## config.mk

```make
export PLATFORM = sky130hd
export DESIGN_NAME = register_bank
export DESIGN_NICKNAME = d
export VERILOG_FILES = /design/src/rtl/register_bank.sv
export SDC_FILE = /design/constraint.sdc
export NUM_CORES = 1
export LEC_CHECK = 0
export ABC_CLOCK_PERIOD_IN_PS = 2500
export BUFFER_PORTS_ARGS = -buffer_cell sky130_fd_sc_hd__buf_2
export CORE_ASPECT_RATIO = 0.75
export CORE_MARGIN = 3
export CORE_UTILIZATION = 43
export CTS_CLUSTER_SIZE = 14
export DETAILED_ROUTE_END_ITERATION = 10
export MAX_ROUTING_LAYER = met4
export SYNTH_ARGS = -nofsm -noshare
export SYNTH_HDL_FRONTEND = slang
export SYNTH_SLANG_ARGS = --single-unit
```

## constraint.sdc

```tcl
create_clock -name Clock -period 2.5 [get_ports Clock]
set_clock_uncertainty 0.2 [all_clocks]
set_input_delay 0.125 -clock Clock [delete_from_list [all_inputs] [get_ports Clock]]
set_output_delay 0.125 -clock Clock [all_outputs]
set_load 0.005 [all_outputs]
```

## src/rtl/register_bank.sv

```systemverilog
// register_bank
//
// Parametrised bank of NREG general-purpose registers, each WIDTH bits wide.
// Every register whose RegSel bit is high applies the same FunSel operation to
// its own current value on the rising Clock edge. Two combinational read
// ports and a per-register zero flag expose the current state. Each register
// also keeps a sticky overflow flag that records boundary inc/dec events.
//
// Parameters
//   WIDTH    register width in bits (even, >= 8)
//   NREG     number of registers (>= 2)
//   SATURATE 0 = inc/dec wrap modulo 2^WIDTH, 1 = inc/dec clamp at bounds
//
// Ports
//   Clock    in   1      rising-edge clock
//   Reset    in   1      asynchronous, active-low; clears all state
//   I        in   WIDTH  write data
//   RegSel   in   NREG   enable mask, bit k enables register k
//   FunSel   in   3      operation applied to every enabled register
//   OutASel  in   SELW   read port A index
//   OutBSel  in   SELW   read port B index
//   OutA     out  WIDTH  contents of register OutASel (0 if index >= NREG)
//   OutB     out  WIDTH  contents of register OutBSel (0 if index >= NREG)
//   Ovf      out  NREG   sticky overflow flag per register
//   Zero     out  NREG   bit k high when register k equals 0
//
// FunSel
//   000 dec   001 inc   010 load   011 clear
//   100 low load zero-extend   101 low-half write
//   110 high-half write        111 low load sign-extend
module register_bank #(
  parameter int WIDTH    = 16,
  parameter int NREG     = 4,
  parameter int SATURATE = 0,
  localparam int HALF    = WIDTH / 2,
  localparam int SELW    = (NREG > 1) ? $clog2(NREG) : 1
) (
  input  logic              Clock,
  input  logic              Reset,
  input  logic [WIDTH-1:0]  I,
  input  logic [NREG-1:0]   RegSel,
  input  logic [2:0]        FunSel,
  input  logic [SELW-1:0]   OutASel,
  input  logic [SELW-1:0]   OutBSel,
  output logic [WIDTH-1:0]  OutA,
  output logic [WIDTH-1:0]  OutB,
  output logic [NREG-1:0]   Ovf,
  output logic [NREG-1:0]   Zero
);

  localparam logic [2:0] FS_DEC    = 3'b000;
  localparam logic [2:0] FS_INC    = 3'b001;
  localparam logic [2:0] FS_LOAD   = 3'b010;
  localparam logic [2:0] FS_CLEAR  = 3'b011;
  localparam logic [2:0] FS_LOZX   = 3'b100;
  localparam logic [2:0] FS_LOWR   = 3'b101;
  localparam logic [2:0] FS_HIWR   = 3'b110;
  localparam logic [2:0] FS_LOSX   = 3'b111;

  localparam logic [WIDTH-1:0] ALL_ONES = {WIDTH{1'b1}};
  localparam logic [WIDTH-1:0] ONE      = WIDTH'(1);

  // Flat view of every register so the read ports can index by a variable.
  logic [WIDTH-1:0] reg_view [NREG];

  generate
    for (genvar gi = 0; gi < NREG; gi++) begin : g_reg
      logic [WIDTH-1:0] value_reg;
      logic [WIDTH-1:0] value_next;
      logic             ovf_reg;
      logic             ovf_next;

      always_comb begin
        value_next = value_reg;
        ovf_next   = ovf_reg;
        case (FunSel)
          FS_DEC: begin
            if (value_reg == '0) begin
              ovf_next   = 1'b1;
              value_next = (SATURATE != 0) ? '0 : ALL_ONES;
            end else begin
              value_next = value_reg - ONE;
            end
          end
          FS_INC: begin
            if (value_reg == ALL_ONES) begin
              ovf_next   = 1'b1;
              value_next = (SATURATE != 0) ? ALL_ONES : '0;
            end else begin
              value_next = value_reg + ONE;
            end
          end
          FS_LOAD: begin
            value_next = I;
            ovf_next   = 1'b0;
          end
          FS_CLEAR: begin
            value_next = '0;
            ovf_next   = 1'b0;
          end
          FS_LOZX: begin
            value_next = {{HALF{1'b0}}, I[HALF-1:0]};
            ovf_next   = 1'b0;
          end
          // Half-word writes leave the overflow history untouched.
          FS_LOWR: value_next = {value_reg[WIDTH-1:HALF], I[HALF-1:0]};
          FS_HIWR: value_next = {I[HALF-1:0], value_reg[HALF-1:0]};
          FS_LOSX: begin
            value_next = {{HALF{I[HALF-1]}}, I[HALF-1:0]};
            ovf_next   = 1'b0;
          end
          default: begin
            value_next = value_reg;
            ovf_next   = ovf_reg;
          end
        endcase
      end

      always_ff @(posedge Clock or negedge Reset) begin
        if (!Reset) begin
          value_reg <= '0;
          ovf_reg   <= 1'b0;
        end else if (RegSel[gi]) begin
          value_reg <= value_next;
          ovf_reg   <= ovf_next;
        end
      end

      assign reg_view[gi] = value_reg;
      assign Ovf[gi]      = ovf_reg;
      assign Zero[gi]     = (value_reg == '0);
    end
  endgenerate

  // Indices past the last register (only reachable when NREG is not a power
  // of two) read as zero rather than aliasing onto a real register.
  localparam logic [SELW:0] NREG_IDX = (SELW + 1)'(NREG);

  assign OutA = ({1'b0, OutASel} < NREG_IDX) ? reg_view[OutASel] : '0;
  assign OutB = ({1'b0, OutBSel} < NREG_IDX) ? reg_view[OutBSel] : '0;

endmodule

```

==> results of run 1 <==
cells by family after synthesis:
family	share of synthesized area, %
buf+inv	8.15
mux	12.4
compound gates	20.9
simple gates	30.0
xor+xnor	3.79
fa+ha+maj	1.69
flops	23.0
worst paths after layout:
| path | start | end | slack, ns |
|---|---|---|---|
| setup / recovery | g_reg[1].value_reg[10] | Zero[1] | 0.08 |
| hold reg to reg | g_reg[3].ovf_reg | g_reg[3].ovf_reg | 0.30 |
| min in group asynchronous | Reset | g_reg[1].value_reg[2] | 0.09 |
| max in group asynchronous | Reset | g_reg[3].ovf_reg | 1.41 |
| hold / removal | RegSel[2] | g_reg[2].ovf_reg | 0.02 |
| setup reg to reg | g_reg[3].value_reg[1] | g_reg[3].value_reg[6] | 0.12 |
where the power goes:
group / leakage (nW) / internal (mW) / switching (mW) / total [mW]
clock network: 0.162 / 0.957 / 0.566 / 1.52
registers: 0.825 / 1.28 / 0.326 / 1.61
logic: 2.65 / 1.02 / 1.30 / 2.32
cell type report:
class | count | area [um^2] | area share (%)
Clock buffer | 13 | 270 | 2.99
Clock inverter | 3 | 67.6 | 0.748
Inverter | 38 | 143 | 1.58
Multi-Input combinational cell | 716 | 5130 | 56.8
Sequential cell | 68 | 1700 | 18.9
Tap cell | 210 | 263 | 2.91
Timing Repair Buffer | 213 | 1460 | 16.2
metal layers:
metal  GRT usage (%)  vias to the layer above  part of all wire [%]
met5               -                        -                     0
met4            11.3                        0                   3.8
met3            6.74                       76                    12
met2            47.0                      545                    42
met1            48.3                     4044                    42
li1                -                     3790                     -
critical path: cells and delay by family, from the launching register on:
kind | cells | cell delay (ns)
buffers and inverters | 1 | 0.16
flip-flops | 1 | 0.44
AND/OR/NAND/NOR | 3 | 1.14
metrics by stage:
| stage | cells | cell area [um^2] |
|---|---|---|
| after floorplan | 931 | 7390 |
| after global placement | 1243 | 8640 |
| after detailed placement | 1243 | 8640 |
| after CTS | 1260 | 9000 |
| after global routing | 1261 | 9030 |
| final | 1261 | 9030 |
repair_timing:
item,in CTS,in global routing
endpoints found under the setup margin,1,12
endpoints found under the hold margin,68,0
setup buffers,0,1
hold buffers,1,0
resized for setup,2,7
Yosys cell counts, types with 5 or more instances:
master	count
sky130_fd_sc_hd__o31ai_1	7
sky130_fd_sc_hd__and4_1	7
sky130_fd_sc_hd__xor2_1	14
sky130_fd_sc_hd__and2_1	9
sky130_fd_sc_hd__inv_1	38
sky130_fd_sc_hd__xnor2_1	18
sky130_fd_sc_hd__nand2_1	59
sky130_fd_sc_hd__or4_1	10
sky130_fd_sc_hd__a21oi_1	37
sky130_fd_sc_hd__mux4_2	32
sky130_fd_sc_hd__a31oi_1	12
sky130_fd_sc_hd__nor3_1	51
sky130_fd_sc_hd__buf_2	19
sky130_fd_sc_hd__or2_2	6
sky130_fd_sc_hd__nand3_1	46
sky130_fd_sc_hd__a21o_1	6
sky130_fd_sc_hd__clkbuf_1	78
sky130_fd_sc_hd__ha_1	10
sky130_fd_sc_hd__o22ai_1	15
sky130_fd_sc_hd__nor2_1	67
sky130_fd_sc_hd__mux2i_1	15
sky130_fd_sc_hd__buf_4	5
sky130_fd_sc_hd__o21ai_0	42
sky130_fd_sc_hd__nor3b_1	11
sky130_fd_sc_hd__a22oi_1	7
sky130_fd_sc_hd__dfrtp_1	68
sky130_fd_sc_hd__a211oi_1	33
sky130_fd_sc_hd__a311oi_1	9
sky130_fd_sc_hd__nor2b_1	14
sky130_fd_sc_hd__or3_1	9
sky130_fd_sc_hd__o32ai_1	12
sky130_fd_sc_hd__nor4_1	27
sky130_fd_sc_hd__a221oi_1	13
sky130_fd_sc_hd__buf_1	6
sky130_fd_sc_hd__nand4_1	40
sky130_fd_sc_hd__and3_1	9
==> out/results.txt, run 1 <==
critical path launch point type: register
crit path cell chain: or3_4 > or4_4 > nor4b_2 > buf_2
count of mapped cells out of synthesis: 931
Final Hold Vio Count: 0
pin slew with the least headroom to its limit: 0.707 ns
vias per cell: 6.70
remaining design rule violation count: 0
final WL: 30600 um
total clock sinks: 68
Routed Antenna Nets: 0
Overflow after GRT: 0
routability congestion estimate from global placement: 1.03
fin nets: 1085
leakage component of the power: 3.64 nW
height of the die: 120 um
share of post-route cells with drive strength above 1: 27.8%
nets in the synthesized netlist: 970
crit path max fanout: 6
clock buffer count from CTS: 9
Worst Hold Margin: 0.0220 ns
effective utilization at floorplan: 45.0%
clock transition at the register clock pins on the worst setup and hold paths after CTS: 0.07 ns
worst min-delay path class: in -> reg
final sum of negative setup slack: 0 ns
least setup slack across all paths after layout: 0.0774 ns
Placement Rows: 40
max-capacitance violation count: 0
logic depth of the worst register-to-register path: 7
count of vias placed by the detailed router: 8455
area enclosed by the die boundary: 18800 um^2
number of global-route vias before repair: 7653
slowest cell on the critical path: sky130_fd_sc_hd__or4_4
CTS H-tree depth: 3
count of TritonRoute iterations in the first routing pass: 6
Skew-Pair Late Insertion Delay: 0.36 ns
post-synthesis area per instance: 7.94 um^2
initial DRC count: 1108
Max Clock Freq: 413 MHz
number of synthesized register bits: 68
DIE WIDTH: 157 um
clock tree root driver cell: sky130_fd_sc_hd__clkbuf_16
Final Total Pwr: 5.45 mW
antenna fix cells: 0
CTS tree: done
portion of the post-synthesis area used by sequential elements: 23.0%
post-synth design cell area: 7390 um^2
number of enable-type register cells in the synthesized netlist: 0
proportion of netlist area held by the largest area contributor: 23.0%
max reg flops: 64
Synthesis Warnings: 0
area growth from synthesis to layout: 22.3%
Worst path max stage delay: 0.46 ns
I/O pins: 69
Finished Core Util: 55.0%
worst path required time: 2.17 ns
number of buffer cells added on primary ports: 68
number of setup violations in the final report: 0
Worst Setup Path Type: reg -> out
antenna violations before repair: 1
global-route wire length before repair: 46700 um
maximum vdd ir drop: 0.311 mV
Crit. End Element: primary output
proportion of register bits with asynchronous set or reset after synthesis: 100%
commonest register cell after synthesis: sky130_fd_sc_hd__dfrtp_1
run status: complete, no violations
Arr. time, crit path: 2.10 ns
number of stages on the worst hold path: 4
commonest non-fill, non-tap cell in the layout: sky130_fd_sc_hd__buf_4
count of fill cells added during filler insertion: 1593
shortest clock period the worst path allows after layout: 2.42 ns
final max-slew violation count: 0
post-synth cell types: 70
final HPWL from detailed placement: 22900 um
clock tree buffer depth: 2
power per standard cell area: 604 nW/um^2
Period Utilization, post-route: 96.9%
core area: 16400 um^2
largest net degree at the start of global routing: 37
leading area contributor after synthesis: sky130_fd_sc_hd__dfrtp_1
DP Worst Slack: 0.102 ns
most frequent cells in the layout: sky130_fd_sc_hd__buf_4, sky130_fd_sc_hd__nor2_1, sky130_fd_sc_hd__dfrtp_1, sky130_fd_sc_hd__buf_2, sky130_fd_sc_hd__nand2_1
max-slew headroom at the worst pin: 52.7%
overall track demand over capacity in global routing: 33.5%
top post-synthesis cells by area: sky130_fd_sc_hd__dfrtp_1, sky130_fd_sc_hd__mux4_2, sky130_fd_sc_hd__clkbuf_1, sky130_fd_sc_hd__nor3_1, sky130_fd_sc_hd__nor2_1
average routed wire per standard cell: 24.3 um
No activity file was read; power rests on OpenSTA's default activity.
==> run 2: changes to the inputs <==
--- a/config.mk
+++ b/config.mk
@@ -5,6 +5,7 @@
 export SDC_FILE = /design/constraint.sdc
 export NUM_CORES = 1
 export LEC_CHECK = 0
+export ABC_AREA = 1
 export ABC_CLOCK_PERIOD_IN_PS = 2500
 export BUFFER_PORTS_ARGS = -buffer_cell sky130_fd_sc_hd__buf_2
 export CORE_ASPECT_RATIO = 0.75
==> out/results.txt, run 2 <==
cell type group with the largest total delay on the critical path: simple AND/OR/NAND/NOR gates (unchanged)
total buffers and inverters traversed by the critical path: 2 (was 1)
least setup slack across all paths after layout: 0.184 ns (was 0.0774 ns)
top post-synthesis cells by area: sky130_fd_sc_hd__dfrtp_1, sky130_fd_sc_hd__nand2_1, sky130_fd_sc_hd__nand3_1, sky130_fd_sc_hd__nor2_1, sky130_fd_sc_hd__a21oi_1 (was sky130_fd_sc_hd__dfrtp_1, sky130_fd_sc_hd__mux4_2, sky130_fd_sc_hd__clkbuf_1, sky130_fd_sc_hd__nor3_1, sky130_fd_sc_hd__nor2_1)
number of setup violations in the final report: 0 (unchanged)
Final Total Pwr: 5.02 mW (was 5.45 mW)
setup repair after global routing missed its margin: no
initial DRC count: 1198 (was 1108)
final HPWL from detailed placement: 23500 um (was 22900 um)
area enclosed by the die boundary: 19900 um^2 (was 18800 um^2)
Max Clock Freq: 432 MHz (was 413 MHz)
run status: complete, no violations (unchanged)
shortest clock period the worst path allows after layout: 2.32 ns (was 2.42 ns)
Arr. time, crit path: 1.99 ns (was 2.10 ns)
DIE WIDTH: 162 um (was 157 um)
max reg flops: 64 (unchanged)
portion of the post-synthesis area used by sequential elements: 21.7% (was 23.0%)
crit path cell chain: inv_2 > ha_1 > nand3_2 > nor2_4 > nand4_1 > nor4_1 > buf_2 (was or3_4 > or4_4 > nor4b_2 > buf_2)
most common cell in the synthesized netlist: sky130_fd_sc_hd__nand2_1 (was sky130_fd_sc_hd__clkbuf_1)
count of vias placed by the detailed router: 9356 (was 8455)
number of global-route vias before repair: 8263 (was 7653)
effective utilization at floorplan: 44.2% (was 45.0%)
ranking of synthesized cells by instance count: sky130_fd_sc_hd__nand2_1, sky130_fd_sc_hd__nand3_1, sky130_fd_sc_hd__nor2_1, sky130_fd_sc_hd__inv_1, sky130_fd_sc_hd__a21oi_1 (was sky130_fd_sc_hd__clkbuf_1, sky130_fd_sc_hd__dfrtp_1, sky130_fd_sc_hd__nor2_1, sky130_fd_sc_hd__nand2_1, sky130_fd_sc_hd__nor3_1)
remaining design rule violation count: 0 (unchanged)
power per standard cell area: 580 nW/um^2 (was 604 nW/um^2)
DP Worst Slack: 0.432 ns (was 0.102 ns)
most frequent cells in the layout: sky130_fd_sc_hd__nand2_1, sky130_fd_sc_hd__nand3_1, sky130_fd_sc_hd__nor2_1, sky130_fd_sc_hd__inv_1, sky130_fd_sc_hd__a21oi_1 (was sky130_fd_sc_hd__buf_4, sky130_fd_sc_hd__nor2_1, sky130_fd_sc_hd__dfrtp_1, sky130_fd_sc_hd__buf_2, sky130_fd_sc_hd__nand2_1)
CTS H-tree depth: 3 (unchanged)
maximum vdd ir drop: 0.287 mV (was 0.311 mV)
Synthesis Warnings: 0 (unchanged)
area growth from synthesis to layout: 10.3% (was 22.3%)
number of buffer cells added on primary ports: 68 (unchanged)
number of enable-type register cells in the synthesized netlist: 0 (unchanged)
clock buffer count from CTS: 9 (unchanged)
final WL: 31000 um (was 30600 um)
Placement Rows: 42 (was 40)
final sum of negative setup slack: 0 ns (unchanged)
number of synthesized register bits: 68 (unchanged)
Worst Hold Margin: 0.0245 ns (was 0.0220 ns)
vias per cell: 5.60 (was 6.70)
Overflow after GRT: 0 (unchanged)
clock tree buffer depth: 2 (unchanged)
slowest cell on the critical path: sky130_fd_sc_hd__dfrtp_1 (was sky130_fd_sc_hd__or4_4)
Post-Place Cells: 1652 (was 1243)
average routed wire per standard cell: 18.6 um (was 24.3 um)
post-synth design cell area: 7840 um^2 (was 7390 um^2)
antenna violations before repair: 0 (was 1)
I/O pins: 69 (unchanged)
clock tree root driver cell: sky130_fd_sc_hd__clkbuf_16 (unchanged)
core area: 17800 um^2 (was 16400 um^2)
critical path launch point type: register (unchanged)
overall track demand over capacity in global routing: 32.0% (was 33.5%)
antenna fix cells: 0 (unchanged)
CTS tree: done (unchanged)
routability congestion estimate from global placement: 1.01 (was 1.03)
global-route wire length before repair: 47600 um (was 46700 um)
crit path max fanout: 7 (was 6)
count of mapped cells out of synthesis: 1390 (was 931)
proportion of netlist area held by the largest area contributor: 21.7% (was 23.0%)
fin area: 8650 um^2 (was 9030 um^2)
count of TritonRoute iterations in the first routing pass: 6 (unchanged)
share of post-route cells with drive strength above 1: 11.8% (was 27.8%)
commonest register cell after synthesis: sky130_fd_sc_hd__dfrtp_1 (unchanged)
proportion of register bits with asynchronous set or reset after synthesis: 100% (unchanged)
pin slew with the least headroom to its limit: 0.603 ns (was 0.707 ns)
Worst Setup Path Type: reg -> out (unchanged)
total clock sinks: 68 (unchanged)
worst path required time: 2.17 ns (about the same)
Finished Core Util: 48.7% (was 55.0%)
number of standard cells in the final layout excluding fillers: 1671 (was 1261)
Worst path max stage delay: 0.45 ns (was 0.46 ns)
post-synthesis area per instance: 5.64 um^2 (was 7.94 um^2)
height of the die: 123 um (was 120 um)
clock transition at the register clock pins on the worst setup and hold paths after CTS: 0.06 ns (was 0.07 ns)
Period Utilization, post-route: 92.7% (was 96.9%)
max-slew headroom at the worst pin: 59.8% (was 52.7%)
Routed Antenna Nets: 0 (unchanged)
max-capacitance violation count: 0 (unchanged)
commonest non-fill, non-tap cell in the layout: sky130_fd_sc_hd__nand2_1 (was sky130_fd_sc_hd__buf_4)
fin nets: 1464 (was 1085)
largest net degree at the start of global routing: 47 (was 37)
post-synth cell types: 39 (was 70)
leakage component of the power: 4.09 nW (was 3.64 nW)
Crit. End Element: primary output (unchanged)
leading area contributor after synthesis: sky130_fd_sc_hd__dfrtp_1 (unchanged)
Final Hold Vio Count: 0 (unchanged)
instance area after placement: 8310 um^2 (was 8640 um^2)
post-CTS setup buffer count: 0 (unchanged)
nets in the synthesized netlist: 1429 (was 970)
worst min-delay path class: in -> reg (unchanged)
final max-slew violation count: 0 (unchanged)
Skew-Pair Late Insertion Delay: 0.35 ns (was 0.36 ns)
## run 2: logic make-up (layout without fill, tap and decap cells)
family / after synthesis / in the layout / share of synthesized area [%]
and+or+nand+nor: 866 / 866 / 47.4
AOI/OAI and AO/OA: 224 / 224 / 15.0
buffers and inverters: 190 / 229 / 10.7
DFF: 68 / 68 / 21.7
xor gates and xnor gates: 32 / 32 / 3.57
adders and majority gates: 10 / 10 / 1.60
## run 2: worst register-to-register path, delay by kind of cell, from the launching register on
| family | cells | cell delay, ns |
|---|---|---|
| DFF | 1 | 0.42 |
| adders and majority gates | 1 | 0.21 |
| and+or+nand+nor | 6 | 0.96 |
| AOI/OAI and AO/OA | 1 | 0.06 |
| buffers and inverters | 1 | 0.18 |
## run 2: cell type report
cell class	instances	area [um^2]
clock inverters	1	5.00
well taps	242	303
inverters	113	427
repair buffers	101	613
multi-input cells	1132	5320
flip-flops and latches	68	1700
clock buffers	14	284
fillers	1968	9110
## run 2: power breakdown
group | total (mW) | switching [mW] | internal [mW]
Combinational | 2.02 | 1.35 | 0.676
Sequential | 1.70 | 0.428 | 1.27
Clock | 1.30 | 0.524 | 0.774
## run 2: path summary, 6_finish.rpt
kind / from / slack, ns / cells after the start / end
setup / recovery: g_reg[2].value_reg[0] / 0.18 / 7 / Zero[2]
hold / removal: RegSel[2] / 0.02 / 4 / g_reg[2].ovf_reg
setup reg to reg: g_reg[1].value_reg[1] / 0.34 / 9 / g_reg[1].ovf_reg
hold reg to reg: g_reg[3].ovf_reg / 0.30 / 2 / g_reg[3].ovf_reg
max in group asynchronous: Reset / 1.40 / 3 / g_reg[1].value_reg[12]
min in group asynchronous: Reset / 0.10 / 2 / g_reg[0].value_reg[14]
## run 2: repair_timing
action | in CTS | in global routing
endpoints found under the setup margin | 0 | 2
hold buffers | 4 | 0
resized for setup | 0 | 7
hold endpoints to repair | 40 | 0
## run 2: metal layers
| layer | vias up | track usage, % | share of wire (%) |
|---|---|---|---|
| met2 | 497 | 44.0 | 40 |
| met3 | 63 | 6.53 | 11 |
| met5 | - | - | 0 |
| met1 | 4204 | 46.7 | 46 |
| li1 | 4592 | - | - |
| met4 | 0 | 10.4 | 2.9 |
==> run 3: changes to the inputs <==
--- a/config.mk
+++ b/config.mk
@@ -6,7 +6,7 @@
 export NUM_CORES = 1
 export LEC_CHECK = 0
 export ABC_AREA = 1
-export ABC_CLOCK_PERIOD_IN_PS = 2500
+export ABC_CLOCK_PERIOD_IN_PS = 2700
 export BUFFER_PORTS_ARGS = -buffer_cell sky130_fd_sc_hd__buf_2
 export CORE_ASPECT_RATIO = 0.75
 export CORE_MARGIN = 3
==> constraint.sdc (replaced) <==
create_clock -name Clock -period 2.7 [get_ports Clock]
set_clock_uncertainty 0.2 [all_clocks]
set_input_delay 0.135 -clock Clock [delete_from_list [all_inputs] [get_ports Clock]]
set_output_delay 0.135 -clock Clock [all_outputs]
set_load 0.005 [all_outputs]
==> out/results.txt, run 3 (synthesized netlist as in run 2, its figures left out) <==
Period Utilization, post-route: 90.0%
maximum vdd ir drop: 0.298 mV (was 0.287 mV)
largest net degree at the start of global routing: 69 (was 47)
worst min-delay path class: in -> reg (unchanged)
clock transition at the register clock pins on the worst setup and hold paths after CTS: 0.06 ns (about the same)
Final Total Pwr: 4.57 mW (was 5.02 mW)
start of the worst register-to-register path: g_reg[1].value_reg[0] (was g_reg[1].value_reg[1])
fin nets: 1465 (was 1464)
crit path max fanout: 7 (unchanged)
count of TritonRoute iterations in the first routing pass: 6 (unchanged)
area taken by flip-flops and latches: 1700 um^2 (about the same)
leakage component of the power: 4.08 nW (was 4.09 nW)
effective utilization at floorplan: 44.2% (unchanged)
hold path start: I[4] (was RegSel[2])
max reg flops: 64 (unchanged)
internal power: 2.43 mW (was 2.72 mW)
CTS tree: done (unchanged)
Arr. time, crit path: 2.10 ns (was 1.99 ns)
final HPWL from detailed placement: 23500 um (about the same)
initial DRC count: 1303 (was 1198)
clock share of power: 25.0% (was 25.9%)
Placement Rows: 42 (unchanged)
shortest clock period the worst path allows after layout: 2.43 ns
Final Hold Vio Count: 0 (unchanged)
core area: 17800 um^2 (unchanged)
pin slew with the least headroom to its limit: 0.656 ns (was 0.603 ns)
logic depth of the worst register-to-register path: 9 (unchanged)
vias per cell: 5.64 (was 5.60)
Worst path max stage delay: 0.48 ns (was 0.45 ns)
area of the multi-input gates: 5310 um^2 (was 5320 um^2)
Max Clock Freq: 411 MHz
final max-slew violation count: 0 (unchanged)
final sum of negative setup slack: 0 ns (unchanged)
clock buffer count from CTS: 9 (unchanged)
logic gate share of total power: 40.6% (was 40.3%)
overall track demand over capacity in global routing: 32.2% (was 32.0%)
DIE WIDTH: 162 um (unchanged)
net switching fraction of the power: 46.7% (was 45.8%)
clock tree buffer depth: 2 (unchanged)
area growth from synthesis to layout: 10.0% (was 10.3%)
critical path launch point type: register (unchanged)
area enclosed by the die boundary: 19900 um^2 (unchanged)
height of the die: 123 um (unchanged)
commonest non-fill, non-tap cell in the layout: sky130_fd_sc_hd__nand2_1 (unchanged)
most frequent cells in the layout: sky130_fd_sc_hd__nand2_1, sky130_fd_sc_hd__nand3_1, sky130_fd_sc_hd__nor2_1, sky130_fd_sc_hd__inv_1, sky130_fd_sc_hd__a21oi_1 (unchanged)
average routed wire per standard cell: 18.5 um (was 18.6 um)
max-slew headroom at the worst pin: 56.1% (was 59.8%)
Skew-Pair Late Insertion Delay: 0.35 ns (about the same)
share of post-route cells with drive strength above 1: 11.5% (was 11.8%)
capture endpoint of the worst hold path: g_reg[3].value_reg[4] (was g_reg[2].ovf_reg)
CTS H-tree depth: 3 (unchanged)
Overflow after GRT: 0 (unchanged)
global-route wire length before repair: 48100 um (was 47600 um)
total clock sinks: 68 (unchanged)
flop2flop setup slack: 0.46 ns (was 0.34 ns)
Routed Antenna Nets: 0 (unchanged)
sequential share of power: 34.4% (was 33.8%)
count of vias placed by the detailed router: 9431 (was 9356)
Post-Place Cells: 1652 (unchanged)
destination of the worst register-to-register timing path: g_reg[1].ovf_reg (unchanged)
power spent charging and discharging nets: 2.14 mW (was 2.30 mW)
routability congestion estimate from global placement: 0.989 (was 1.01)
max-capacitance violation count: 0 (unchanged)
slowest cell on the critical path: sky130_fd_sc_hd__dfrtp_1 (unchanged)
worst path required time: 2.37 ns (was 2.17 ns)
final WL: 31000 um (about the same)
Worst Setup Path Type: reg -> out (unchanged)
number of buffer cells added on primary ports: 68 (unchanged)
count of fill cells added during filler insertion: 1976 (was 1968)
I/O pins: 69 (unchanged)
number of stages on the worst hold path: 5 (was 4)
run status: complete, no violations (unchanged)
setup repair after global routing missed its margin: no (unchanged)
number of setup violations in the final report: 0 (unchanged)
crit path cell chain: inv_1 > ha_1 > nand3_2 > nor2_4 > nand4_1 > nor4_1 > buf_2 (was inv_2 > ha_1 > nand3_2 > nor2_4 > nand4_1 > nor4_1 > buf_2)
Crit. End Element: primary output (unchanged)
number of standard cells in the final layout excluding fillers: 1673 (was 1671)
power per standard cell area: 529 nW/um^2 (was 580 nW/um^2)
antenna fix cells: 0 (unchanged)
number of global-route vias before repair: 8371 (was 8263)
remaining design rule violation count: 0 (unchanged)
clock tree root driver cell: sky130_fd_sc_hd__clkbuf_16 (unchanged)
antenna violations before repair: 0 (unchanged)
## run 3: cell type report
cell class,count,area share (%)
flip-flops and latches,68,19.7
clock buffers,11,2.81
clock inverters,5,0.319
multi-input cells,1132,61.5
inverters,113,4.94
well taps,242,3.51
repair buffers,102,7.22
## run 3: timing repair
action / in CTS / in global routing
resized for setup: 0 / 2
setup endpoints to repair: 0 / 2
hold endpoints to repair: 74 / 0
hold buffers: 5 / 0
setup buffers: 0 / 0
## run 3: stage by stage
step	hold WS, ns	cell area [um^2]	setup WS, ns	utilization [%]
2_1_floorplan	-0.361	7840	0.928	-
3_3_place_gp	-0.00690	8310	0.580	46.8
3_5_place_dp	-0.00670	8310	0.563	46.8
4_1_cts	0.0403	8630	0.213	48.6
5_1_grt	0.107	8630	0.0478	48.6
6_report	0.0498	8630	0.270	48.6
## run 3: worst max-delay path by stage
stage,startpoint,endpoint,slack (ns),cells past startpoint
floorplan,g_reg[2].value_reg[0],Zero[2],0.93,6
global placement,g_reg[1].value_reg[0],g_reg[1].value_reg[4],0.58,8
detailed placement,g_reg[0].value_reg[0],g_reg[0].value_reg[4],0.56,8
CTS,g_reg[2].value_reg[0],Zero[2],0.21,7
global route,g_reg[3].value_reg[0],Zero[3],0.05,9
finish,g_reg[2].value_reg[0],Zero[2],0.27,7
## run 3: critical path, delay by kind of cell (launching register included)
family	cells	cell delay, ns
adder cells (fa/ha/maj)	1	0.24
AND/OR/NAND/NOR	4	0.68
flip-flops	1	0.48
buffers and inverters	2	0.35
## run 3: layer usage
layer / up-vias / part of all wire, % / track usage [%]
met2: 487 / 40 / 43.6
li1: 4594 / - / -
met3: 75 / 11 / 7.87
met4: 0 / 3.6 / 11.7
met1: 4275 / 45 / 46.2
met5: - / 0 / -
## run 3: power groups by stage
stage                     logic (mW)  registers [mW]  clock network (mW)
after floorplan                 1.49            1.27                   0
final                           1.86            1.57                1.14
after global routing            2.08            1.60                1.20
after CTS                       1.82            1.55                1.17
after detailed placement        1.80            1.57                   0
after global placement          1.80            1.57                   0
